--- src/rtl/div_seq_ctrl.sv ---
// rtl/div_seq_ctrl.sv - iterative 32-bit DIV/DIVU sequencer (restoring, 1 bit per cycle)
// Optional macro DIV_ZERO_FAST_EN: divisor 0 short-circuits PREP straight to DONE.
module div_seq_ctrl (
    input  logic        clk,
    input  logic        rst,
    input  logic        start,
    input  logic        signed_div,
    input  logic [31:0] a,
    input  logic [31:0] b,
    input  logic        accept,
    input  logic        annul,
    output logic        stall,
    output logic        busy,
    output logic        ready,
    output logic [31:0] hi,
    output logic [31:0] lo
);

    typedef enum logic [2:0] {
        S_IDLE  = 3'd0,
        S_PREP  = 3'd1,
        S_CALC  = 3'd2,
        S_FIXUP = 3'd3,
        S_DONE  = 3'd4
    } state_t;

    state_t      state_q, state_d;
    logic [31:0] a_q, b_q, dvs_q, hi_q, lo_q;
    logic        sgn_q, neg_quo_q, neg_rem_q;
    logic [63:0] rq_q;
    logic [4:0]  cnt_q;

    logic [31:0] a_abs, b_abs, rem_sub;
    logic [32:0] top33;
    logic        ge;
    logic [63:0] rq_step;

`ifdef DIV_ZERO_FAST_EN
    logic b_zero;
    assign b_zero = (b_q == 32'd0);
`endif

    assign a_abs = neg_rem_q ? (~a_q + 32'd1) : a_q;
    assign b_abs = (sgn_q & b_q[31]) ? (~b_q + 32'd1) : b_q;

    // After the shift the partial remainder is 33 bits; the difference always fits in 32.
    assign top33   = rq_q[63:31];
    assign ge      = (top33 >= {1'b0, dvs_q});
    assign rem_sub = rq_q[62:31] - dvs_q;
    assign rq_step = ge ? {rem_sub, rq_q[30:0], 1'b1} : {rq_q[62:0], 1'b0};

    always_ff @(posedge clk or posedge rst) begin
        if (rst) begin
            state_q <= S_IDLE;
        end else begin
            state_q <= state_d;
        end
    end

    always_comb begin
        state_d = state_q;
        if (annul) begin
            state_d = S_IDLE;
        end else begin
            case (state_q)
                S_IDLE:  if (start) state_d = S_PREP;
                S_PREP: begin
                    state_d = S_CALC;
`ifdef DIV_ZERO_FAST_EN
                    if (b_zero) state_d = S_DONE;
`endif
                end
                S_CALC:  if (cnt_q == 5'd31) state_d = S_FIXUP;
                S_FIXUP: state_d = S_DONE;
                S_DONE:  if (accept) state_d = S_IDLE;
                default: state_d = S_IDLE;
            endcase
        end
    end

    always_comb begin
        stall = start && (state_q != S_DONE);
        busy  = (state_q != S_IDLE);
        ready = (state_q == S_DONE);
    end

    // HI/LO are only written on entry to DONE, so an annul leaves the old result visible.
    always_ff @(posedge clk or posedge rst) begin
        if (rst) begin
            a_q       <= 32'd0;
            b_q       <= 32'd0;
            sgn_q     <= 1'b0;
            neg_quo_q <= 1'b0;
            neg_rem_q <= 1'b0;
            dvs_q     <= 32'd0;
            rq_q      <= 64'd0;
            cnt_q     <= 5'd0;
            hi_q      <= 32'd0;
            lo_q      <= 32'd0;
        end else begin
            case (state_q)
                S_IDLE: begin
                    if (start && !annul) begin
                        a_q       <= a;
                        b_q       <= b;
                        sgn_q     <= signed_div;
                        neg_quo_q <= signed_div & (a[31] ^ b[31]);
                        neg_rem_q <= signed_div & a[31];
                    end
                end
                S_PREP: begin
                    dvs_q <= b_abs;
                    rq_q  <= {32'd0, a_abs};
                    cnt_q <= 5'd0;
`ifdef DIV_ZERO_FAST_EN
                    if (b_zero && !annul) begin
                        hi_q <= a_q;
                        lo_q <= 32'hFFFF_FFFF;
                    end
`endif
                end
                S_CALC: begin
                    rq_q  <= rq_step;
                    cnt_q <= cnt_q + 5'd1;
                end
                S_FIXUP: begin
                    if (!annul) begin
                        lo_q <= neg_quo_q ? (~rq_q[31:0] + 32'd1) : rq_q[31:0];
                        hi_q <= neg_rem_q ? (~rq_q[63:32] + 32'd1) : rq_q[63:32];
                    end
                end
                default: ;
            endcase
        end
    end

    assign hi = hi_q;
    assign lo = lo_q;

endmodule

--- config.mk ---
export PLATFORM = sky130hd
export DESIGN_NAME = div_seq_ctrl
export DESIGN_NICKNAME = d
export VERILOG_FILES = /design/src/rtl/div_seq_ctrl.sv
export SDC_FILE = /design/constraint.sdc
export NUM_CORES = 1
export LEC_CHECK = 0
export ABC_CLOCK_PERIOD_IN_PS = 12600
export BUFFER_PORTS_ARGS = -buffer_cell sky130_fd_sc_hd__buf_2
export CAP_MARGIN = 20
export CORE_MARGIN = 2
export CORE_UTILIZATION = 55
export CTS_CLUSTER_SIZE = 30
export DETAILED_ROUTE_END_ITERATION = 12
export PLACE_DENSITY = 0.75
export SYNTH_ARGS = -nofsm -noshare
export SYNTH_HDL_FRONTEND = slang
export SYNTH_SLANG_ARGS = --single-unit
--- constraint.sdc ---
create_clock -name clk -period 12.6 [get_ports clk]
set_input_delay 3.78 -clock clk [delete_from_list [all_inputs] [get_ports clk]]
set_output_delay 3.78 -clock clk [all_outputs]
set_load 0.01 [all_outputs]
# ---- After elaboration in Yosys (flattened, before gate mapping)
# Index checks and enable logic that the tools add are counted.
dict set report totals {
  ff_bits 235
  out_inout_bits 67
}
dict set report classes {
  bitwise 9
  n_reduce_logical 9
  eq_ne 9
  n_addsub 6
  magnitude_cmp 1
  mux 12
}
# operator count
set op_table {}
lappend op_table {{32-bit by 1-bit adder with 32-bit output (second input constant)} 4}
lappend op_table {{32-bit 2-to-1 mux} 4}
lappend op_table {{32-bit NOT} 4}
lappend op_table {{64-bit case mux with 2 select lines} 1}
lappend op_table {{64-bit 2-to-1 mux} 1}
lappend op_table {{33-bit by 32-bit greater-or-equal comparator with 1-bit output} 1}
lappend op_table {{32-bit subtractor} 1}
lappend op_table {{3-bit case mux with 5 select lines} 1}
lappend op_table {{3-bit 2-to-1 mux} 4}
lappend op_table {{3-bit inequality test (second input constant)} 4}
lappend op_table {{5-bit case mux with 2 select lines} 1}
lappend op_table {{3-bit by 2-bit equality test with 1-bit output (second input constant)} 2}
lappend op_table {{5-bit by 1-bit adder with 5-bit output (second input constant)} 1}
lappend op_table {{5-bit equality test (second input constant)} 1}
lappend op_table {{2-bit AND reduction} 2}
lappend op_table {{1-bit bitwise AND} 3}
lappend op_table {{3-bit by 1-bit equality test with 1-bit output (second input constant)} 1}
lappend op_table {{3-bit equality test (second input constant)} 1}
lappend op_table {{3-bit logical NOT} 1}
lappend op_table {{3-bit AND reduction} 1}
lappend op_table {{3-bit nonzero test} 1}
lappend op_table {{1-bit logical AND} 2}
lappend op_table {{2-bit nonzero test} 1}
lappend op_table {{1-bit logical NOT} 1}
lappend op_table {{2 further kinds} 2}

# ---- Logic depth before layout (Yosys ltp)
# Gate-level depths: netlist of run 1.
dict set report depth {
  ltp_word 4
  depth_mapped 14
  mapped_depth_nobuf 13
}

# ---- Least setup slack after synthesis of run 1
# No wires, ideal clock.
dict set report synth_path {
  path_type {input to output}
  start {input start}
  end {output stall}
  path_buffers 0
  required_time_ns 8.820
  slack_ns 4.843
  stages 1
  t_arrival_ns 3.977
  cell_sequence {nor2b_1}
}
dict set report synth_via {
  elab_chain_len 1
}
# element line_no
set synth_rtl {}
lappend synth_rtl {{start, declared} 6} ;# input logic start,
lappend synth_rtl {{1-bit logical AND} 82} ;# stall = start && (state_q != S_DONE);
lappend synth_rtl {{end, declared} 12} ;# output logic stall,
# No other way between the ends.

# ---- Worst setup path after layout of run 1
# Same ends and word-level chain as after synthesis.

==> results.py, run 1 <==
metrics = {
    "global_routing": {
        "grt_usage": 0.241,
        "grt_max_degree": 126,
        "antenna_found_initial": 0,
        "grt_pass1_vias": 9852,
        "gr-total-overflow": 0,
        "grt_pass1_wl_um": 51000,
    },
    "cts": {
        "hold_buffers": 0,
        "cts_tree": "built",
        "ctsHtreeMaxLevel": 1,
        "root_buffer": "clkbuf_16",
        "cts_resized": 0,
        "clk_pin_slew_worst_paths_ns": 0.06,
        "cts_buffer_depth": 3,
        "cts_buffers": 25,
        "worstSkewPairLatency_ns": 0.53,
        "cts.sinks": 235,
        "postCtsSetupRepairBufs": 0,
    },
    "routing": {
        "ant_nets": 0,
        "drc": 0,
        "vias": 10600,
        "drt-wirelength-per-cell_um": 16.7,
        "drt-pass1-iter-count": 6,
        "routed_wl_um": 30700,
        "drtIter0Drc": 839,
        "avgViaCountPerCell": 5.76,
    },
    "floorplanning": {
        "die_area_um2": 25400,
        "core_area_um2": 23600,
        "row_count": 56,
        "boundaryPins": 137,
        "die_w_um": 159,
        "die_y_um": 159,
        "start_util": 0.563,
    },
    "timing": {
        "rsz0062_at_grt": "false",
        "hold_viol": 0,
        "drv_slew": 0,
        "fin_tns_setup_ns": 0,
        "worstMarginPinSlew_ns": 0.966,
        "fmax_ghz": 0.126,
        "setup_violations": 0,
        "slew_headroom": 0.356,
        "period_share": 0.629,
        "finalCriticalPeriod_ns": 7.92,
        "skew_ns": 0.0137,
        "timing.final.ws_setup_ns": 4.68,
    },
    "place": {
        "dp_worst_setup_slack_ns": 4.68,
        "place.detailed.hpwl_um": 21600,
        "gp_congestion": 0.933,
        "portBuffers": 136,
    },
    "critical_path": {
        "critPathTopFamily": "buffers and inverters",
        "worstSetupPathType": "input port to primary output",
        "cpPeakStageDelay_ns": 0.13,
        "worstPathArrival_ns": 4.14,
        "crit_path_start": "start",
        "r2r_start": "rq_q[39]$_DFFE_PP0N_",
        "path_cells": "buf_2 -> nor2b_1 -> buf_2",
        "crit_fanout": 3,
        "startpoint_type": "input port",
        "cp-end-kind": "primary output",
        "required_ns": 8.82,
        "cpMostUsedCell": "buf_2",
        "cpMaxStageDelayCell": "buf_2",
        "cp_num_buf_inv": 2,
    },
    "outcome": {
        "status": "completed",
    },
    "power_and_ir_drop": {
        "ir_drop_mv": 0.132,
        "cellPowerDensity_nw_per_um2": 265,
        "p_leak_nw": 6.74,
    },
    "finish": {
        "area_growth_pct": 13.4,
        "final_nets": 1609,
        "fin_util": 0.638,
        "final_cell_mix": "dfrtp_1, o21ai_0, buf_2, nand2_1, nor2_1",
        "final_common_cell": "dfrtp_1",
        "drive_above_1_share": 0.184,
        "diodes": 0,
    },
    "yosys": {
        "avgSynthCellArea_um2": 9.46,
        "ys_types": 61,
        "synthTopCellsByArea": "dfrtp_1, xor2_1, mux2_2",
        "synthCells": 1404,
        "async_reset_ff_frac": 1.00,
        "synth_top_cell_by_area": "dfrtp_1",
        "synth-seq-cells": 235,
        "syn_nets": 1513,
        "netlist.area_leader.share": 0.443,
        "synth-main-ff-cell": "dfrtp_1",
        "syn_area_um2": 13300,
        "synth_warnings": 0,
        "synth_edf_count": 0,
        "synth-seq-area-share": 0.443,
    },
    "hold_path": {
        "worstHoldStart": "dvs_q[13]$_DFFE_PP0P_",
        "hold_path_class": "flip-flop to flip-flop",
    },
    "flow_run": {
        "drv_cap": 0,
    },
}
==> cells by family after synthesis <==
kind of cell               count (synthesis)  synth area share
AOI/OAI and AO/OA                        399             0.181
buffers and inverters                    131            0.0372
and+or+nand+nor                          361             0.128
muxes                                     98            0.0802
xor gates and xnor gates                 141            0.0930
adders and majority gates                 39            0.0373
DFF                                      235             0.443
==> metrics by stage <==
| stage | hold WS [ns] | area [µm²] | power (mW) | instances |
|---|---|---|---|---|
| 6_report | 0.476 | 15100 | 4.00 | 1838 |
| 5_1_grt | 0.505 | 15100 | 4.32 | 1838 |
| 4_1_cts | 0.485 | 15100 | 4.00 | 1837 |
| 3_5_place_dp | 0.471 | 14200 | 3.20 | 1791 |
| 3_3_place_gp | 0.461 | 14200 | 3.15 | 1791 |
| 2_1_floorplan | 0.449 | 13300 | 2.71 | 1404 |
==> sequential cells by signal, indices dropped and copies added (netlist names) <==
name / flops
cnt_q: 5
hi: 32
a_q: 32
dvs_q: 32
lo: 32
neg_quo_q: 1
neg_rem_q: 1
b_q: 32
sgn_q: 1
rq_q: 64
state_q: 3
==> tightest hold or removal path, stage by stage (launching register included) <==
cell	delay, ns
dfrtp_1	0.34
nand2_1	0.05
o21ai_0	0.06
==> path summary, 6_finish.rpt <==
| kind | end | slack (ns) | cells after the start |
|---|---|---|---|
| min in group asynchronous | lo[21]$_DFFE_PP0P_ | 3.32 | 2 |
| min | dvs_q[13]$_DFFE_PP0P_ | 0.48 | 2 |
| max reg2reg | rq_q[34]$_DFFE_PP0N_ | 9.01 | 10 |
| min reg2reg | dvs_q[13]$_DFFE_PP0P_ | 0.48 | 2 |
| max in group asynchronous | b_q[7]$_DFFE_PP0P_ | 7.08 | 4 |
| max | stall | 4.68 | 3 |
==> area by class of cell <==
| class | instances | area, µm² |
|---|---|---|
| inverters | 52 | 203 |
| clock inverters | 11 | 161 |
| clock buffers | 35 | 713 |
| fillers | 1969 | 8540 |
| repair buffers | 148 | 783 |
| flip-flops and latches | 235 | 5880 |
| well taps | 319 | 399 |
| multi-input cells | 1038 | 6930 |
==> metal layers <==
| metal | part of all wire | track usage | wire length (µm) |
|---|---|---|---|
| met5 | 0 | 0 | 0 |
| met4 | 0.013 | 0.0417 | 400 |
| met3 | 0.070 | 0.0404 | 2140 |
| met2 | 0.42 | 0.345 | 12800 |
| met1 | 0.50 | 0.387 | 15400 |
==> report_power, final <==
group	total [mW]	switching, mW	internal, mW
clock	0.773	0.297	0.476
sequential	1.38	0.343	1.03
combinational	1.85	1.04	0.809
==> synthesized netlist by cell type, types with 3 or more instances <==
cell type	number
a211oi_1	6
a21o_1	11
a21oi_1	108
a22o_1	10
a22oi_1	23
a31oi_1	11
a32oi_1	7
a41oi_1	3
and2_1	6
and3_1	5
buf_1	11
clkbuf_1	66
dfrtp_1	235
ha_1	38
inv_1	52
mux2_2	68
mux2i_1	30
nand2_1	118
nand2b_1	11
nand3_1	19
nand4_1	11
nor2_1	112
nor2b_1	9
nor3_1	14
nor3b_1	4
nor4_1	11
o211ai_1	3
o21ai_0	145
o21bai_1	6
o31ai_1	34
o41ai_1	14
or2_2	5
or3_1	10
or4_1	14
xnor2_1	37
xor2_1	104
Power figures use the tool's default switching activity.
==> run 2: changes to the inputs <==
--- a/config.mk
+++ b/config.mk
@@ -5,14 +5,15 @@
 export SDC_FILE = /design/constraint.sdc
 export NUM_CORES = 1
 export LEC_CHECK = 0
-export ABC_CLOCK_PERIOD_IN_PS = 12600
+export ABC_AREA = 1
+export ABC_CLOCK_PERIOD_IN_PS = 6770
 export BUFFER_PORTS_ARGS = -buffer_cell sky130_fd_sc_hd__buf_2
 export CAP_MARGIN = 20
 export CORE_MARGIN = 2
 export CORE_UTILIZATION = 55
 export CTS_CLUSTER_SIZE = 30
 export DETAILED_ROUTE_END_ITERATION = 12
-export PLACE_DENSITY = 0.75
+export PLACE_DENSITY = 0.78
 export SYNTH_ARGS = -nofsm -noshare
 export SYNTH_HDL_FRONTEND = slang
 export SYNTH_SLANG_ARGS = --single-unit
==> constraint.sdc (replaced) <==
create_clock -name clk -period 6.77 [get_ports clk]
set_input_delay 2.031 -clock clk [delete_from_list [all_inputs] [get_ports clk]]
set_output_delay 2.031 -clock clk [all_outputs]
set_load 0.01 [all_outputs]
==> run 2 against run 1 <==
  * Die area grew 15%
  * Critical endpoint unchanged
  * Critical path type unchanged
  * Via count grew 40%
  * Total power grew 120%
  * Largest cell class unchanged
  * Largest power group unchanged
==> results.py, run 2 <==
metrics = {
    "outcome": {
        "status": "completed",
    },
    "timing": {
        "rsz0062_at_grt": "false",
        "slew_headroom": 0.286,
        "skew_ns": 0.0153,
        "fmax_ghz": 0.224,
        "setup_violations": 0,
        "hold_viol": 0,
        "drv_slew": 0,
        "fin_tns_setup_ns": 0,
        "worstMarginPinSlew_ns": 1.07,
        "finalCriticalPeriod_ns": 4.47,
        "period_share": 0.660,
    },
    "global_routing": {
        "grt_pass1_vias": 14000,
        "grt_pass1_wl_um": 72800,
        "grt_max_degree": 186,
        "antenna_found_initial": 0,
        "grt_usage": 0.314,
        "gr-total-overflow": 0,
    },
    "place": {
        "dp_cells": 2646,
        "portBuffers": 136,
        "place.detailed.hpwl_um": 32900,
        "gp_congestion": 0.958,
    },
    "finish": {
        "largest_reg_flops": 64,
        "diodes": 0,
        "drive_above_1_share": 0.101,
        "final_nets": 2413,
        "largest-register": "rq_q",
        "area_growth_pct": 12.1,
        "final_common_cell": "nand2_1",
        "instances_no_fill": 2694,
        "final_cell_mix": "nand2_1, inv_1, dfrtp_1, nand3_1, nor2_1",
    },
    "yosys": {
        "async_reset_ff_frac": 1.00,
        "synth_warnings": 0,
        "syn_area_um2": 15300,
        "synthTopCellsByArea": "dfrtp_1, nand2_1, inv_1",
        "ys_types": 44,
        "syn_nets": 2320,
        "synth_top_cell_by_area": "dfrtp_1",
        "avgSynthCellArea_um2": 6.91,
        "synth-main-ff-cell": "dfrtp_1",
        "synthCells": 2211,
        "synth-seq-cells": 235,
        "synth.most_common_cell": "nand2_1",
        "netlist.area_leader.share": 0.385,
        "synth-seq-area-share": 0.385,
        "synth_edf_count": 0,
        "synthTopCellsByCount": "nand2_1, inv_1, dfrtp_1, nand3_1, nor2_1",
    },
    "cts": {
        "cts_buffer_depth": 3,
        "ctsHtreeMaxLevel": 1,
        "cts_buffers": 27,
        "cts_tree": "built",
        "clk_pin_slew_worst_paths_ns": 0.06,
        "cts.sinks": 235,
        "hold_buffers": 0,
        "postCtsSetupRepairBufs": 0,
        "worstSkewPairLatency_ns": 0.55,
        "cts_resized": 0,
        "root_buffer": "clkbuf_16",
    },
    "routing": {
        "ant_nets": 0,
        "vias": 14900,
        "drt-pass1-iter-count": 6,
        "drc": 0,
        "drtIter0Drc": 1292,
        "avgViaCountPerCell": 5.52,
        "drt-wirelength-per-cell_um": 16.5,
        "routed_wl_um": 44500,
    },
    "floorplanning": {
        "row_count": 60,
        "core_area_um2": 27100,
        "boundaryPins": 137,
        "die_w_um": 171,
        "start_util": 0.563,
        "die_area_um2": 29100,
        "die_y_um": 171,
    },
    "critical_path": {
        "required_ns": 4.74,
        "cp-end-kind": "primary output",
        "crit_fanout": 3,
        "worstPathArrival_ns": 2.44,
        "startpoint_type": "input port",
        "worstSetupPathType": "input port to primary output",
    },
    "power_and_ir_drop": {
        "cellPowerDensity_nw_per_um2": 521,
        "ir_drop_mv": 0.222,
        "p_leak_nw": 8.88,
    },
    "hold_path": {
        "hold_path_class": "flip-flop to flip-flop",
    },
    "flow_run": {
        "drv_cap": 0,
    },
}
## run 2: cell types whose count changed in the layout (fill, tap and decap cells not counted), sizes merged, moves of 34 or more
cell | before | now
nand3 | 19 | 210
nand2 | 118 | 683
mux2 | 68 | 0
inv | 53 | 306
a21oi | 108 | 42
xor2 | 104 | 70
nor2 | 112 | 204
nand4 | 11 | 49
## run 2: metal layers
metal  global-route usage  vias up  routed length, µm
li1                     -     7287                  -
met1                0.438     6895              19800
met2                0.495      587              19600
met3               0.0514       98               3380
met4                0.113        0               1630
met5                    0        -                  0
## run 2: cell families after synthesis
family          count (synthesis)  share of synthesized area
buf+inv                       389                     0.0987
fa+ha+maj                      39                     0.0325
flops                         235                      0.385
xor+xnor                       79                     0.0453
compound gates                268                      0.100
simple gates                 1201                      0.338
## run 2: final cells by class
class                      instances  area, µm²
inverter                         306       1150
clock buffer                      38        787
timing repair buffer             147        808
clock inverter                     9        119
multi-input combinational       1587       7900
sequential                       235       5880
fill                            2524       9990
tap                              372        465
## run 2: report_power, final
group	internal, mW	leakage, nW	total [mW]	switching (mW)
clock network	0.887	0.448	1.49	0.602
registers	1.94	2.97	2.55	0.609
logic	1.66	5.46	4.88	3.22
## run 2: critical path: stages
cell	delay (ns)
buf_2	0.09
inv_1	0.12
nor2_1	0.06
buf_2	0.13
## run 2: final timing paths
kind                                 startpoint               endpoint  slack [ns]  cells after the start
max reg2reg                rq_q[53]$_DFFE_PP0N_   rq_q[60]$_DFFE_PP0N_        3.08                     10
max in group asynchronous                   rst  dvs_q[17]$_DFFE_PP0P_        4.23                      3
min                        cnt_q[3]$_DFFE_PP0N_   cnt_q[3]$_DFFE_PP0N_        0.48                      1
min reg2reg                cnt_q[3]$_DFFE_PP0N_   cnt_q[3]$_DFFE_PP0N_        0.48                      1
max                                       start                  stall        2.30                      4
min in group asynchronous                   rst      hi[0]$_DFFE_PP0P_        1.68                      3
## run 2: through the flow
step | area (µm²) | util | hold slack [ns] | power (mW) | setup WS, ns
CTS | 17100 | 0.630 | 0.486 | 8.86 | 2.30
detailed placement | 16200 | 0.597 | 0.466 | 7.34 | 2.30
finish | 17100 | 0.631 | 0.482 | 8.91 | 2.30
global placement | 16200 | 0.596 | 0.452 | 7.23 | 2.30
floorplan | 15300 | - | 0.440 | 5.95 | 1.66
global route | 17100 | 0.631 | 0.504 | 9.68 | 2.27
==> run 3: changes to the inputs <==
==> config.mk (replaced) <==
export PLATFORM = sky130hd
export DESIGN_NAME = div_seq_ctrl
export DESIGN_NICKNAME = d
export VERILOG_FILES = /design/src/rtl/div_seq_ctrl.sv
export SDC_FILE = /design/constraint.sdc
export NUM_CORES = 1
export LEC_CHECK = 0
export ABC_AREA = 0
export ABC_CLOCK_PERIOD_IN_PS = 4100
export BUFFER_PORTS_ARGS = -buffer_cell sky130_fd_sc_hd__buf_2
export CAP_MARGIN = 20
export CORE_MARGIN = 2
export CORE_UTILIZATION = 54
export CTS_CLUSTER_SIZE = 30
export DETAILED_ROUTE_END_ITERATION = 12
export PLACE_DENSITY = 0.77
export SYNTH_ARGS = -nofsm -noshare
export SYNTH_HDL_FRONTEND = slang
export SYNTH_SLANG_ARGS = --single-unit
==> constraint.sdc (replaced) <==
create_clock -name clk -period 4.1 [get_ports clk]
set_input_delay 1.23 -clock clk [delete_from_list [all_inputs] [get_ports clk]]
set_output_delay 1.23 -clock clk [all_outputs]
set_load 0.01 [all_outputs]
==> run 3 against run 2 <==
  * Core utilization is 0.32 points lower
  * Largest power group unchanged
  * Via count is 28% lower
  * Worst hold slack got worse by 0.0041 ns
  * Sequential share of layout area up 4.2 points
  * First-iteration DRC count fell by 37%
  * Global-route usage decreased by 7.3 points
  * Sequential power grew 65%
  * Combinational power up 19%
  * Highest routed layer unchanged
  * Clock skew up 0.0056 ns
==> results.py, run 3 (same netlist as run 1, synthesis figures left out) <==
metrics = {
    "cts": {
        "cts.sinks": 235,
        "hold_buffers": 0,
        "cts_buffers": 27,
        "root_buffer": "clkbuf_16",
        "cts_buffer_depth": 3,
        "worstSkewPairLatency_ns": 0.55,
        "cts_tree": "built",
        "clk_pin_slew_worst_paths_ns": 0.07,
        "cts_resized": 0,
        "ctsHtreeMaxLevel": 1,
        "postCtsSetupRepairBufs": 0,
    },
    "floorplanning": {
        "die_y_um": 161,
        "row_count": 57,
        "boundaryPins": 137,
        "start_util": 0.548,
        "core_area_um2": 24200,
        "die_w_um": 161,
        "die_area_um2": 25900,
    },
    "critical_path": {
        "crit_fanout": 11,
        "cp-end-kind": "flip-flop",
        "required_ns": 4.54,
        "worstSetupPathType": "flip-flop to flip-flop",
        "startpoint_type": "flip-flop",
        "worstPathArrival_ns": 3.91,
    },
    "global_routing": {
        "gr-total-overflow": 0,
        "antenna_found_initial": 0,
        "grt_max_degree": 95,
        "grt_usage": 0.240,
        "grt_pass1_vias": 10100,
        "grt_pass1_wl_um": 51500,
    },
    "finish": {
        "area_growth_pct": 14.7,
        "final_cell_mix": "dfrtp_1, o21ai_0, buf_2, nand2_1, nor2_1",
        "largest_reg_flops": 64,
        "diodes": 0,
        "final_common_cell": "dfrtp_1",
        "instances_no_fill": 1850,
        "final_nets": 1614,
        "largest-register": "rq_q",
        "drive_above_1_share": 0.190,
    },
    "routing": {
        "ant_nets": 0,
        "avgViaCountPerCell": 5.75,
        "drc": 0,
        "drt-pass1-iter-count": 5,
        "vias": 10600,
        "drtIter0Drc": 816,
        "routed_wl_um": 31200,
        "drt-wirelength-per-cell_um": 16.9,
    },
    "place": {
        "dp_worst_setup_slack_ns": 0.654,
        "place.detailed.hpwl_um": 22400,
        "portBuffers": 136,
        "dp_cells": 1799,
        "gp_congestion": 0.947,
    },
    "hold_path": {
        "hold_path_class": "flip-flop to flip-flop",
    },
    "timing": {
        "hold_viol": 0,
        "rsz0062_at_grt": "false",
        "period_share": 0.846,
        "drv_slew": 0,
        "slew_headroom": 0.312,
        "setup_violations": 0,
        "skew_ns": 0.0208,
        "finalCriticalPeriod_ns": 3.47,
        "fmax_ghz": 0.288,
        "timing.final.ws_setup_ns": 0.630,
        "worstMarginPinSlew_ns": 1.03,
    },
    "power_and_ir_drop": {
        "cellPowerDensity_nw_per_um2": 823,
        "ir_drop_mv": 0.467,
        "p_leak_nw": 6.79,
    },
    "outcome": {
        "status": "completed",
    },
    "flow_run": {
        "drv_cap": 0,
    },
}
-- run 3: cell type report --
| type | count | area, µm² |
|---|---|---|
| Clock inverter | 18 | 210 |
| Sequential cell | 235 | 5880 |
| Timing Repair Buffer | 151 | 863 |
| Multi-Input combinational cell | 1038 | 6940 |
| Inverter | 52 | 199 |
| Tap cell | 324 | 405 |
| Fill cell | 1995 | 9020 |
| Clock buffer | 32 | 734 |
-- run 3: power breakdown --
group | total (mW) | leakage [nW] | switching (mW) | internal [mW]
combinational | 5.81 | 3.41 | 3.29 | 2.52
clock | 2.51 | 0.449 | 1.02 | 1.49
sequential | 4.22 | 2.93 | 1.04 | 3.18
total | 12.5 | 6.79 | 5.34 | 7.19
-- run 3: final timing paths --
check,depth (start not counted),to,from,slack [ns]
worst min-delay path,2,dvs_q[20]$_DFFE_PP0P_,dvs_q[20]$_DFFE_PP0P_,0.48
worst max register to register,10,rq_q[62]$_DFFE_PP0N_,rq_q[39]$_DFFE_PP0N_,0.63
worst min register to register,2,dvs_q[20]$_DFFE_PP0P_,dvs_q[20]$_DFFE_PP0P_,0.48
min in group asynchronous,2,a_q[6]$_DFFE_PP0P_,rst,0.76
max in group asynchronous,3,b_q[22]$_DFFE_PP0P_,rst,2.43
worst max-delay path,10,rq_q[62]$_DFFE_PP0N_,rq_q[39]$_DFFE_PP0N_,0.63
-- run 3: worst max-delay path, cell delays in order, from the launching register on --
cell	delay (ns)
dfrtp_1	0.46
ha_1	0.37
a211oi_1	0.26
nor2_1	0.11
or4_1	0.50
o211ai_1	0.18
nand2_1	0.16
a31oi_1	0.42
o21a_1	0.46
nor4_1	0.13
a221o_1	0.29
-- run 3: routing by layer --
| metal | GRT usage | wire length (µm) | vias to the layer above |
|---|---|---|---|
| met3 | 0.0341 | 1820 | 36 |
| met5 | 0 | 0 | - |
| li1 | - | - | 5204 |
| met4 | 0.0471 | 493 | 0 |
| met1 | 0.371 | 15200 | 5092 |
| met2 | 0.363 | 13700 | 306 |
-- run 3: per-stage QoR --
step	power (mW)	setup TNS [ns]	hold slack, ns	instance area [µm²]	util
after floorplan	8.32	-48.85	0.449	13300	-
after global placement	9.80	0	0.463	14300	0.588
after detailed placement	9.97	0	0.472	14300	0.588
after CTS	12.5	0	0.484	15200	0.627
after global routing	13.5	0	0.498	15200	0.628
final	12.5	0	0.478	15200	0.628
